**config.mk**
```make
export PLATFORM = sky130hd
export DESIGN_NAME = rec_frame_sched_flat
export DESIGN_NICKNAME = d
export VERILOG_FILES = /design/src/rtl/rec_frame_sched_if.sv /design/src/rtl/rec_frame_sched.sv /design/src/flat_wrapper.sv
export SDC_FILE = /design/constraint.sdc
export NUM_CORES = 1
export LEC_CHECK = 0
export BUFFER_PORTS_ARGS = -buffer_cell sky130_fd_sc_hd__buf_2
export CORE_MARGIN = 2
export CORE_UTILIZATION = 40
export CTS_CLUSTER_DIAMETER = 100
export DETAILED_ROUTE_END_ITERATION = 7
export PLACE_DENSITY = 0.72
export SYNTH_ARGS = -nofsm -noshare
export SYNTH_HDL_FRONTEND = slang
export SYNTH_SLANG_ARGS = --single-unit
```
**constraint.sdc**
```tcl
create_clock -name i_BCLK -period 3.05 [get_ports i_BCLK]
set_input_delay 0.4575 -clock i_BCLK [delete_from_list [all_inputs] [get_ports i_BCLK]]
set_output_delay 0.4575 -clock i_BCLK [all_outputs]
set_load 0.03 [all_outputs]
```
**src/rtl/rec_frame_sched_if.sv**
```systemverilog
// rtl/rec_frame_sched_if.sv - Capture control, frame-buffer write and consumer handshake bundle for rec_frame_sched.
// o_frame_peak exists only when REC_FRAME_PEAK_EN is defined.
interface rec_frame_sched_if #(
  parameter int ADDR_W = 8
);
  logic              i_start;
  logic              i_stop;
  logic              o_record;
  logic              i_adc_done;
  logic [15:0]       i_adc_data;
  logic              o_wr_en;
  logic              o_wr_bank;
  logic [ADDR_W-1:0] o_wr_addr;
  logic [15:0]       o_wr_data;
  logic              o_frame_valid;
  logic              o_frame_bank;
  logic              i_frame_ack;
  logic              o_overrun;
  logic [15:0]       o_frame_cnt;
  logic [1:0]        o_state;
`ifdef REC_FRAME_PEAK_EN
  logic [15:0]       o_frame_peak;
`endif

  modport master (
`ifdef REC_FRAME_PEAK_EN
    input  o_frame_peak,
`endif
    output i_start, i_stop, i_adc_done, i_adc_data, i_frame_ack,
    input  o_record, o_wr_en, o_wr_bank, o_wr_addr, o_wr_data,
    input  o_frame_valid, o_frame_bank, o_overrun, o_frame_cnt, o_state
  );

  modport slave (
`ifdef REC_FRAME_PEAK_EN
    output o_frame_peak,
`endif
    input  i_start, i_stop, i_adc_done, i_adc_data, i_frame_ack,
    output o_record, o_wr_en, o_wr_bank, o_wr_addr, o_wr_data,
    output o_frame_valid, o_frame_bank, o_overrun, o_frame_cnt, o_state
  );
endinterface

```
**src/rtl/rec_frame_sched.sv**
```systemverilog
// rtl/rec_frame_sched.sv - ADC capture sequencer writing a ping-pong frame buffer and handing full banks to a consumer.
// Optional per-frame peak magnitude output under REC_FRAME_PEAK_EN.
module rec_frame_sched #(
  parameter int FRAME_LEN = 256,
  parameter int ADDR_W    = 8,
  parameter int DECIM     = 1
) (
  input  logic             i_BCLK,
  input  logic             i_rst_n,
  rec_frame_sched_if.slave bus
);
  localparam int DEC_W = $clog2(DECIM + 1);
  localparam logic [ADDR_W-1:0] LAST_ADDR  = ADDR_W'(FRAME_LEN - 1);
  localparam logic [DEC_W-1:0]  DEC_RELOAD = DEC_W'(DECIM - 1);

  typedef enum logic [1:0] {
    S_IDLE  = 2'd0,
    S_ARM   = 2'd1,
    S_FILL  = 2'd2,
    S_STALL = 2'd3
  } state_t;

  state_t            state_q;
  logic              record_q;
  logic [ADDR_W-1:0] ptr_q;
  logic [DEC_W-1:0]  dec_q;
  logic              wr_bank_q;
  logic [1:0]        full_q;
  logic              rd_bank_q;
  logic              wr_en_q;
  logic              wr_bank_o_q;
  logic [ADDR_W-1:0] wr_addr_q;
  logic [15:0]       wr_data_q;
  logic              overrun_q;
  logic [15:0]       frame_cnt_q;

  logic       ack_eff;
  logic       dec_step;
  logic       pulse_acc;
  logic       write_go;
  logic       last_wr;
  logic [1:0] full_d;

  // Ack clears the offered bank and completion sets the bank just written; both fold into full_d
  always_comb begin
    ack_eff   = bus.i_frame_ack && (full_q != 2'b00);
    dec_step  = bus.i_adc_done && ((state_q == S_FILL) || (state_q == S_STALL));
    pulse_acc = dec_step && (dec_q == '0);
    write_go  = pulse_acc && (state_q == S_FILL) && !bus.i_stop;
    last_wr   = write_go && (ptr_q == LAST_ADDR);
    full_d    = full_q;
    if (ack_eff) full_d[rd_bank_q] = 1'b0;
    if (last_wr) full_d[wr_bank_q] = 1'b1;
  end

`ifdef REC_FRAME_PEAK_EN
  logic [15:0] run_peak_q;
  logic [15:0] frame_peak_q;
  logic [15:0] mag;
  logic [15:0] peak_cand;

  always_comb begin
    if (!bus.i_adc_data[15])             mag = bus.i_adc_data;
    else if (bus.i_adc_data == 16'h8000) mag = 16'h7FFF;
    else                                 mag = ~bus.i_adc_data + 16'd1;
    peak_cand = (mag > run_peak_q) ? mag : run_peak_q;
  end

  assign bus.o_frame_peak = frame_peak_q;
`endif

  always_ff @(posedge i_BCLK or negedge i_rst_n) begin
    if (!i_rst_n) begin
      state_q     <= S_IDLE;
      record_q    <= 1'b0;
      ptr_q       <= '0;
      dec_q       <= '0;
      wr_bank_q   <= 1'b0;
      full_q      <= 2'b00;
      rd_bank_q   <= 1'b0;
      wr_en_q     <= 1'b0;
      wr_bank_o_q <= 1'b0;
      wr_addr_q   <= '0;
      wr_data_q   <= '0;
      overrun_q   <= 1'b0;
      frame_cnt_q <= '0;
`ifdef REC_FRAME_PEAK_EN
      run_peak_q   <= '0;
      frame_peak_q <= '0;
`endif
    end else begin
      wr_en_q <= 1'b0;
      full_q  <= full_d;
      if (ack_eff) rd_bank_q <= ~rd_bank_q;
      if (dec_step) dec_q <= (dec_q == '0) ? DEC_RELOAD : dec_q - 1'b1;

      if (bus.i_stop && (state_q != S_IDLE)) begin
        state_q  <= S_IDLE;
        record_q <= 1'b0;
        ptr_q    <= '0;
      end else begin
        case (state_q)
          S_IDLE: begin
            if (bus.i_start && !bus.i_stop) begin
              state_q   <= S_ARM;
              record_q  <= 1'b1;
              overrun_q <= 1'b0;
              ptr_q     <= '0;
              dec_q     <= '0;
`ifdef REC_FRAME_PEAK_EN
              run_peak_q <= '0;
`endif
            end
          end
          // A restart onto a bank still held by the consumer waits rather than overwriting it
          S_ARM: state_q <= full_d[wr_bank_q] ? S_STALL : S_FILL;
          S_FILL: begin
            if (write_go) begin
              wr_en_q     <= 1'b1;
              wr_bank_o_q <= wr_bank_q;
              wr_addr_q   <= ptr_q;
              wr_data_q   <= bus.i_adc_data;
              if (last_wr) begin
                ptr_q       <= '0;
                wr_bank_q   <= ~wr_bank_q;
                frame_cnt_q <= frame_cnt_q + 16'd1;
                if (full_d[~wr_bank_q]) state_q <= S_STALL;
`ifdef REC_FRAME_PEAK_EN
                frame_peak_q <= peak_cand;
                run_peak_q   <= '0;
`endif
              end else begin
                ptr_q <= ptr_q + 1'b1;
`ifdef REC_FRAME_PEAK_EN
                run_peak_q <= peak_cand;
`endif
              end
            end
          end
          S_STALL: begin
            if (pulse_acc) overrun_q <= 1'b1;
            if (!full_d[wr_bank_q]) state_q <= S_FILL;
          end
          default: state_q <= S_IDLE;
        endcase
      end
    end
  end

  assign bus.o_record      = record_q;
  assign bus.o_wr_en       = wr_en_q;
  assign bus.o_wr_bank     = wr_bank_o_q;
  assign bus.o_wr_addr     = wr_addr_q;
  assign bus.o_wr_data     = wr_data_q;
  assign bus.o_frame_valid = (full_q != 2'b00);
  assign bus.o_frame_bank  = rd_bank_q;
  assign bus.o_overrun     = overrun_q;
  assign bus.o_frame_cnt   = frame_cnt_q;
  assign bus.o_state       = state_q;
endmodule

```
**src/flat_wrapper.sv**
```systemverilog
// flat-port wrapper written by rule: the top's interface ports become plain ports
module rec_frame_sched_flat 
#(
  parameter int FRAME_LEN = 256,
  parameter int ADDR_W    = 8,
  parameter int DECIM     = 1
)
  (i_BCLK, i_rst_n, bus_i_start, bus_i_stop, bus_i_adc_done, bus_i_adc_data, bus_i_frame_ack, bus_o_record, bus_o_wr_en, bus_o_wr_bank, bus_o_wr_addr, bus_o_wr_data, bus_o_frame_valid, bus_o_frame_bank, bus_o_overrun, bus_o_frame_cnt, bus_o_state);
  rec_frame_sched_if #(.ADDR_W(ADDR_W)) bus_i ();
  input  logic i_BCLK;
  input  logic i_rst_n;
  input wire logic [$bits(bus_i.i_start)-1:0] bus_i_start;
  input wire logic [$bits(bus_i.i_stop)-1:0] bus_i_stop;
  input wire logic [$bits(bus_i.i_adc_done)-1:0] bus_i_adc_done;
  input wire logic [$bits(bus_i.i_adc_data)-1:0] bus_i_adc_data;
  input wire logic [$bits(bus_i.i_frame_ack)-1:0] bus_i_frame_ack;
  output wire logic [$bits(bus_i.o_record)-1:0] bus_o_record;
  output wire logic [$bits(bus_i.o_wr_en)-1:0] bus_o_wr_en;
  output wire logic [$bits(bus_i.o_wr_bank)-1:0] bus_o_wr_bank;
  output wire logic [$bits(bus_i.o_wr_addr)-1:0] bus_o_wr_addr;
  output wire logic [$bits(bus_i.o_wr_data)-1:0] bus_o_wr_data;
  output wire logic [$bits(bus_i.o_frame_valid)-1:0] bus_o_frame_valid;
  output wire logic [$bits(bus_i.o_frame_bank)-1:0] bus_o_frame_bank;
  output wire logic [$bits(bus_i.o_overrun)-1:0] bus_o_overrun;
  output wire logic [$bits(bus_i.o_frame_cnt)-1:0] bus_o_frame_cnt;
  output wire logic [$bits(bus_i.o_state)-1:0] bus_o_state;
  assign bus_i.i_start = bus_i_start;
  assign bus_i.i_stop = bus_i_stop;
  assign bus_i.i_adc_done = bus_i_adc_done;
  assign bus_i.i_adc_data = bus_i_adc_data;
  assign bus_i.i_frame_ack = bus_i_frame_ack;
  assign bus_o_record = bus_i.o_record;
  assign bus_o_wr_en = bus_i.o_wr_en;
  assign bus_o_wr_bank = bus_i.o_wr_bank;
  assign bus_o_wr_addr = bus_i.o_wr_addr;
  assign bus_o_wr_data = bus_i.o_wr_data;
  assign bus_o_frame_valid = bus_i.o_frame_valid;
  assign bus_o_frame_bank = bus_i.o_frame_bank;
  assign bus_o_overrun = bus_i.o_overrun;
  assign bus_o_frame_cnt = bus_i.o_frame_cnt;
  assign bus_o_state = bus_i.o_state;
  rec_frame_sched #(.FRAME_LEN(FRAME_LEN), .ADDR_W(ADDR_W), .DECIM(DECIM)) u_core (.i_BCLK(i_BCLK), .i_rst_n(i_rst_n), .bus(bus_i));
endmodule
```
After elaboration in Yosys (flattened, before gate mapping)

Cells that the tools add are included.

Register bits after elaboration: 59
Input port bits: 22
Output and inout bits: 48

$add $sub $neg: 3
$lt $le $gt $ge: 5
Eq/ne operators: 11
Multiplexer cells: 37
Bitwise gates (word level): 7
Reductions and logical operators: 25

Operators by type and width:

| cell                                                                  | count |
|---|---|
| 8-bit 2-to-1 mux                                                      | 4 |
| 1-bit 2-to-1 mux                                                      | 20 |
| 16-bit by 1-bit adder with 16-bit output, second input constant       | 1 |
| 2-bit 2-to-1 mux                                                      | 8 |
| 8-bit one-hot mux with 2 select lines                                 | 1 |
| 1-bit logical AND                                                     | 10 |
| 2-bit nonzero test                                                    | 5 |
| 8-bit by 1-bit adder with 8-bit output, second input constant         | 1 |
| 8-bit equality test, second input constant                            | 1 |
| 2-bit one-hot mux with 4 select lines                                 | 1 |
| 4-bit AND reduction                                                   | 2 |
| 1-bit by 2-bit < comparator with 1-bit output, second input constant  | 3 |
| 3-bit by 2-bit != test with 1-bit output, second input constant       | 2 |
| 3-bit != test, second input constant                                  | 2 |
| 3-bit AND reduction                                                   | 2 |
| 5-bit AND reduction                                                   | 1 |
| 2-bit equality test, second input constant                            | 2 |
| 2-bit by 1-bit != test with 1-bit output, second input constant       | 2 |
| 1-bit inverter                                                        | 4 |
| 3-bit by 1-bit != test with 1-bit output, second input constant       | 1 |
| 3-bit nonzero test                                                    | 1 |
| 2-bit AND                                                             | 1 |
| 1-bit demux with 1-bit select                                         | 2 |
| 2-bit by 1-bit equality test with 1-bit output, second input constant | 1 |
| 9 further kinds                                                       | 10 |

Longest topological paths before layout

Depth in word-level cells: 16
Depth in mapped cells: 8
Mapped depth without buffers: 7

Least setup slack after synthesis

No wires, ideal clock.

Path kind: reg2reg
From: register u_core.state_q[0], in the netlist u_core.bus.o_state[0]
To: register u_core.frame_cnt_q[15], in the netlist u_core.bus.o_frame_cnt[15]
Library setup time: 0.133 ns
Data arrival time: 2.240 ns
Data required time: 2.917 ns
Slack: 0.678 ns
Stages on the path, launching flop included: 9
Path buffers: 1
Clock period less this slack: 2.372 ns
Path through: dfrtp_1 > inv_1 > ha_1 > nand4bb_4 > buf_6 > or4_4 > nor3_4 > nand4_1 > xnor2_1

Longest elaborated chain between the ends: 8
Elaborated cells between the ends (all ways): 12

RTL lines:

| element                                       | RTL line                                                             | source |
|---|---|---|
| start: declaration                            | rec_frame_sched.sv:23                                                | `state_t state_q;` |
| start signal: assignment                      | rec_frame_sched.sv:116                                               | `S_ARM: state_q <= full_d[wr_bank_q] ? S_STALL : S_FILL;` |
| 2-bit equality test, on equally long branches | rec_frame_sched.sv:47, rec_frame_sched.sv:49, rec_frame_sched.sv:102 |  |
| 1-bit logical OR                              | rec_frame_sched.sv:47                                                | `dec_step = bus.i_adc_done && ((state_q == S_FILL) \|\| (state_q == S_STALL));` |
| 1-bit logical AND                             | rec_frame_sched.sv:47                                                |  |
| 1-bit logical AND                             | rec_frame_sched.sv:48                                                | `pulse_acc = dec_step && (dec_q == '0);` |
| 1-bit logical AND (2 in a row)                | rec_frame_sched.sv:49                                                | `write_go = pulse_acc && (state_q == S_FILL) && !bus.i_stop;` |
| 1-bit logical AND                             | rec_frame_sched.sv:50                                                | `last_wr = write_go && (ptr_q == LAST_ADDR);` |
| 4-bit AND reduction (no line) *               | -                                                                    |  |
| end signal: assignment                        | rec_frame_sched.sv:126                                               | `frame_cnt_q <= frame_cnt_q + 16'd1;` |
| end: declaration                              | rec_frame_sched.sv:35                                                | `logic [15:0] frame_cnt_q;` |

Mark *: on every way between the ends. The rest lies on a longest branch, timed or not.
A chain may end at the register's enable or synchronous reset.

Final worst setup path

From: register u_core.state_q[0], in the netlist u_core.bus.o_state[0]
To: register u_core.state_q[0], in the netlist u_core.bus.o_state[0]

Longest elaborated chain between the ends: 13
Elaborated cells between the ends (all ways): 26

RTL lines:

| element                                             | RTL line                                                             | source |
|---|---|---|
| 2-bit equality test, on equally long branches       | rec_frame_sched.sv:47, rec_frame_sched.sv:49, rec_frame_sched.sv:102 |  |
| 1-bit logical OR                                    | rec_frame_sched.sv:47                                                |  |
| 1-bit logical AND                                   | rec_frame_sched.sv:47                                                |  |
| 1-bit logical AND                                   | rec_frame_sched.sv:48                                                |  |
| 1-bit logical AND (2 in a row)                      | rec_frame_sched.sv:49                                                |  |
| 1-bit logical AND                                   | rec_frame_sched.sv:50                                                |  |
| 2-bit 2-to-1 mux                                    | rec_frame_sched.sv:53                                                | `if (last_wr) full_d[wr_bank_q] = 1'b1;` |
| 1-bit 2-to-1 mux (implied by the code) (2 in a row) | rec_frame_sched.sv:116, rec_frame_sched.sv:142                       |  |
| 1-bit 2-to-1 mux                                    | rec_frame_sched.sv:116                                               |  |
| 2-bit one-hot mux with 4 select lines               | rec_frame_sched.sv:102                                               | `case (state_q)` |
| 2-bit 2-to-1 mux                                    | rec_frame_sched.sv:97                                                | `if (bus.i_stop && (state_q != S_IDLE)) begin` |

Several ways; a longest one is shown, not always the timed one. The select of a mux whose other input is x is not followed.

==> impl_metrics.json <==
{
  "max_clock_freq_mhz": 400.4,
  "synth_flop_cell": "dfrtp_1",
  "dp_cells": 418,
  "async_flop_share_pct": 100.0,
  "synth_most_common_cell": "nand2_1",
  "crit_chain": "inv_1 -> ha_1 -> nand4bb_4 -> nor4_4 -> a21oi_1 -> a21o_1 -> o32ai_1",
  "multi_input_area_um2": 1162,
  "relSlewSlack_pct": 63.91,
  "timing.setup.tns_ns": 0,
  "post-cts-setup-buffers": 0,
  "drt_first_pass_iters": 4,
  "synth_common_cells": "nand2_1 (94), dfrtp_1 (59), xnor2_1 (13), nor2_1 (10), xor2_1 (9)",
  "io_buffers": 69,
  "grt_overflow": 0,
  "setup_slack_ns": 0.5526,
  "yosysWarnings": 0,
  "cap_violations": 0,
  "dieArea_um2": 7462,
  "syn_area_per_cell_um2": 9.873,
  "timing.rr.end": "u_core.bus.o_state[0]",
  "synth.area.top_cells": "dfrtp_1 (54%), nand2_1 (13%), xnor2_1 (4.2%)",
  "crit_arrival_ns": 2.72,
  "drive_above_1_share_pct": 26.63,
  "postCtsResizedCells": 0,
  "fin_area_um2": 3326,
  "cp-startpoint": "u_core.bus.o_state[0]",
  "cts-htree-levels": 3,
  "dp_hpwl_um": 4036,
  "synth_cell_type_count": 43,
  "core_area_um2": 6681,
  "hold_buffers": 0,
  "drc": 0,
  "die_width_um": 86.39,
  "cts_made_buffers": 9,
  "status": "finished clean",
  "n_antenna_cell": 0,
  "finClkSkew_ns": 0.008737,
  "netlist_area_um2": 2715,
  "yosysTopAreaCellShare_pct": 54.38,
  "worstPathMaxFanout": 15,
  "worst_slew_pin_slew_ns": 0.5373,
  "drv_slew": 0,
  "clk_pin_slew_worst_paths_ns": 0.07,
  "worst-r2r-setup-slack_ns": 0.55,
  "yosys.area.top_type": "dfrtp_1",
  "fillers": 655,
  "root_buffer": "clkbuf_8",
  "die_h_um": 86.39,
  "synth_cells": 275,
  "rsz0062_at_grt": "false",
  "synth.yosys.seq_area_share_pct": 54.38,
  "placed_area_um2": 3133,
  "clk_latency_ns": 0.34,
  "grt_pass1_wl_um": 9225,
  "start_util_pct": 40.64,
  "rows": 30,
  "place_ws_ns": 0.5422,
  "final_antenna_net_count": 0,
  "syn-num-nets": 303,
  "layout.cells.non_filler": 433,
  "finalCriticalPeriod_ns": 2.497,
  "track_usage_pct": 15.65,
  "rr_worst_depth": 7,
  "fin_crit_sh_pct": 81.88,
  "wl_per_cell_um": 12.93,
  "regArea_um2": 1476,
  "cts_tree": "built",
  "r2r-start": "u_core.bus.o_state[0]",
  "area.growth.synth_to_final_pct": 22.49,
  "power_density_nw_per_um2": 778.5,
  "cp_slowest_cell": "nor4_4",
  "grt_max_degree": 39,
  "cts_buffer_depth": 2,
  "vias": 2149,
  "first_iter_violations": 83,
  "clock-sinks": 59,
  "grt_pass1_vias": 1975,
  "boundaryPins": 70,
  "start_kind": "flip-flop",
  "finalNetCount": 377,
  "critPathKind": "reg2reg",
  "wirelength_um": 5599,
  "p_leak_nw": 1.845,
  "crit_path_end_kind": "flip-flop",
  "synth.ff_latch_count": 59,
  "synth_edf_count": 0,
  "hold_viol": 0,
  "required_ns": 3.27,
  "finalSetupViolCount": 0,
  "hold_class": "in2async",
  "vdd_drop_max_v": 0.0004042,
  "cpPeakStageDelay_ns": 0.55,
  "drt-vias-per-instance": 4.963,
  "grt_antenna_before_repair": 0,
  "whs_ns": 0.07494,
  "place.gp.congestion": 0.8270
}
sequential cells by signal, indices dropped and copies added, names as in the netlist:
| name | flops |
|---|---|
| u_core.bus.o_frame_bank | 1 |
| u_core.bus.o_frame_cnt | 16 |
| u_core.bus.o_overrun | 1 |
| u_core.bus.o_record | 1 |
| u_core.bus.o_state | 2 |
| u_core.bus.o_wr_addr | 8 |
| u_core.bus.o_wr_bank | 1 |
| u_core.bus.o_wr_data | 16 |
| u_core.bus.o_wr_en | 1 |
| u_core.dec_q | 1 |
| u_core.full_q | 2 |
| u_core.ptr_q | 8 |
| u_core.wr_bank_q | 1 |
layout by cell type (no fill, tap or decap), drive strengths merged, types with 6 or more instances in the layout:
cell     n
dfrtp   59
ha       6
xor2     9
clkbuf  11
xnor2   13
nand3    6
buf     72
o21ai    9
nor2    10
nand2   94
inv      6
area by class of cell:
cell class                      count  share of cell area [%]
Sequential cell                    59                   44.39
Tap cell                           80                   3.010
Inverter                            7                  0.7901
Timing Repair Buffer               72                   11.06
Clock buffer                       11                   4.251
Multi-Input combinational cell    200                   34.95
Clock inverter                      4                   1.543
kinds of logic after synthesis:
group | count (synthesis) | share of synthesized area [%]
buf+inv | 16 | 2.811
compound gates | 32 | 8.203
fa+ha+maj | 6 | 2.765
flops | 59 | 54.38
xor+xnor | 22 | 7.097
mux | 1 | 0.3687
simple gates | 139 | 24.38
power breakdown:
group          switching (mW)  internal, mW  total [mW]
Clock                   0.308         0.395       0.703
Combinational           0.618         0.257       0.874
Sequential             0.0872         0.925        1.01
stage by stage:
stage	util, %	power [mW]
floorplan	-	1.640
global placement	46.89	1.880
detailed placement	46.89	1.902
CTS	49.78	2.610
global route	49.78	2.729
finish	49.78	2.589
metal layers:
layer | vias to the layer above | wire (µm) | GRT usage [%]
met5 | - | 0 | 0
met2 | 51 | 2589 | 24.20
met1 | 1024 | 2665 | 21.24
met3 | 9 | 236 | 2.857
met4 | 0 | 107 | 7.670
li1 | 1065 | - | -
critical path: cells and delay by family (launching register included):
family | cells | cell delay, ns
simple gates | 2 | 0.84
flops | 1 | 0.41
compound gates | 3 | 0.69
fa+ha+maj | 1 | 0.32
buf+inv | 1 | 0.11
how the worst max path moves through the flow:
stage / to
4_1_cts: u_core.bus.o_state[0]
2_1_floorplan: u_core.bus.o_frame_cnt[15]
3_5_place_dp: u_core.bus.o_state[0]
3_3_place_gp: u_core.bus.o_frame_cnt[7]
5_1_grt: u_core.bus.o_state[0]
6_report: u_core.bus.o_state[0]
Note: power is estimated with default switching activity, not from simulation.
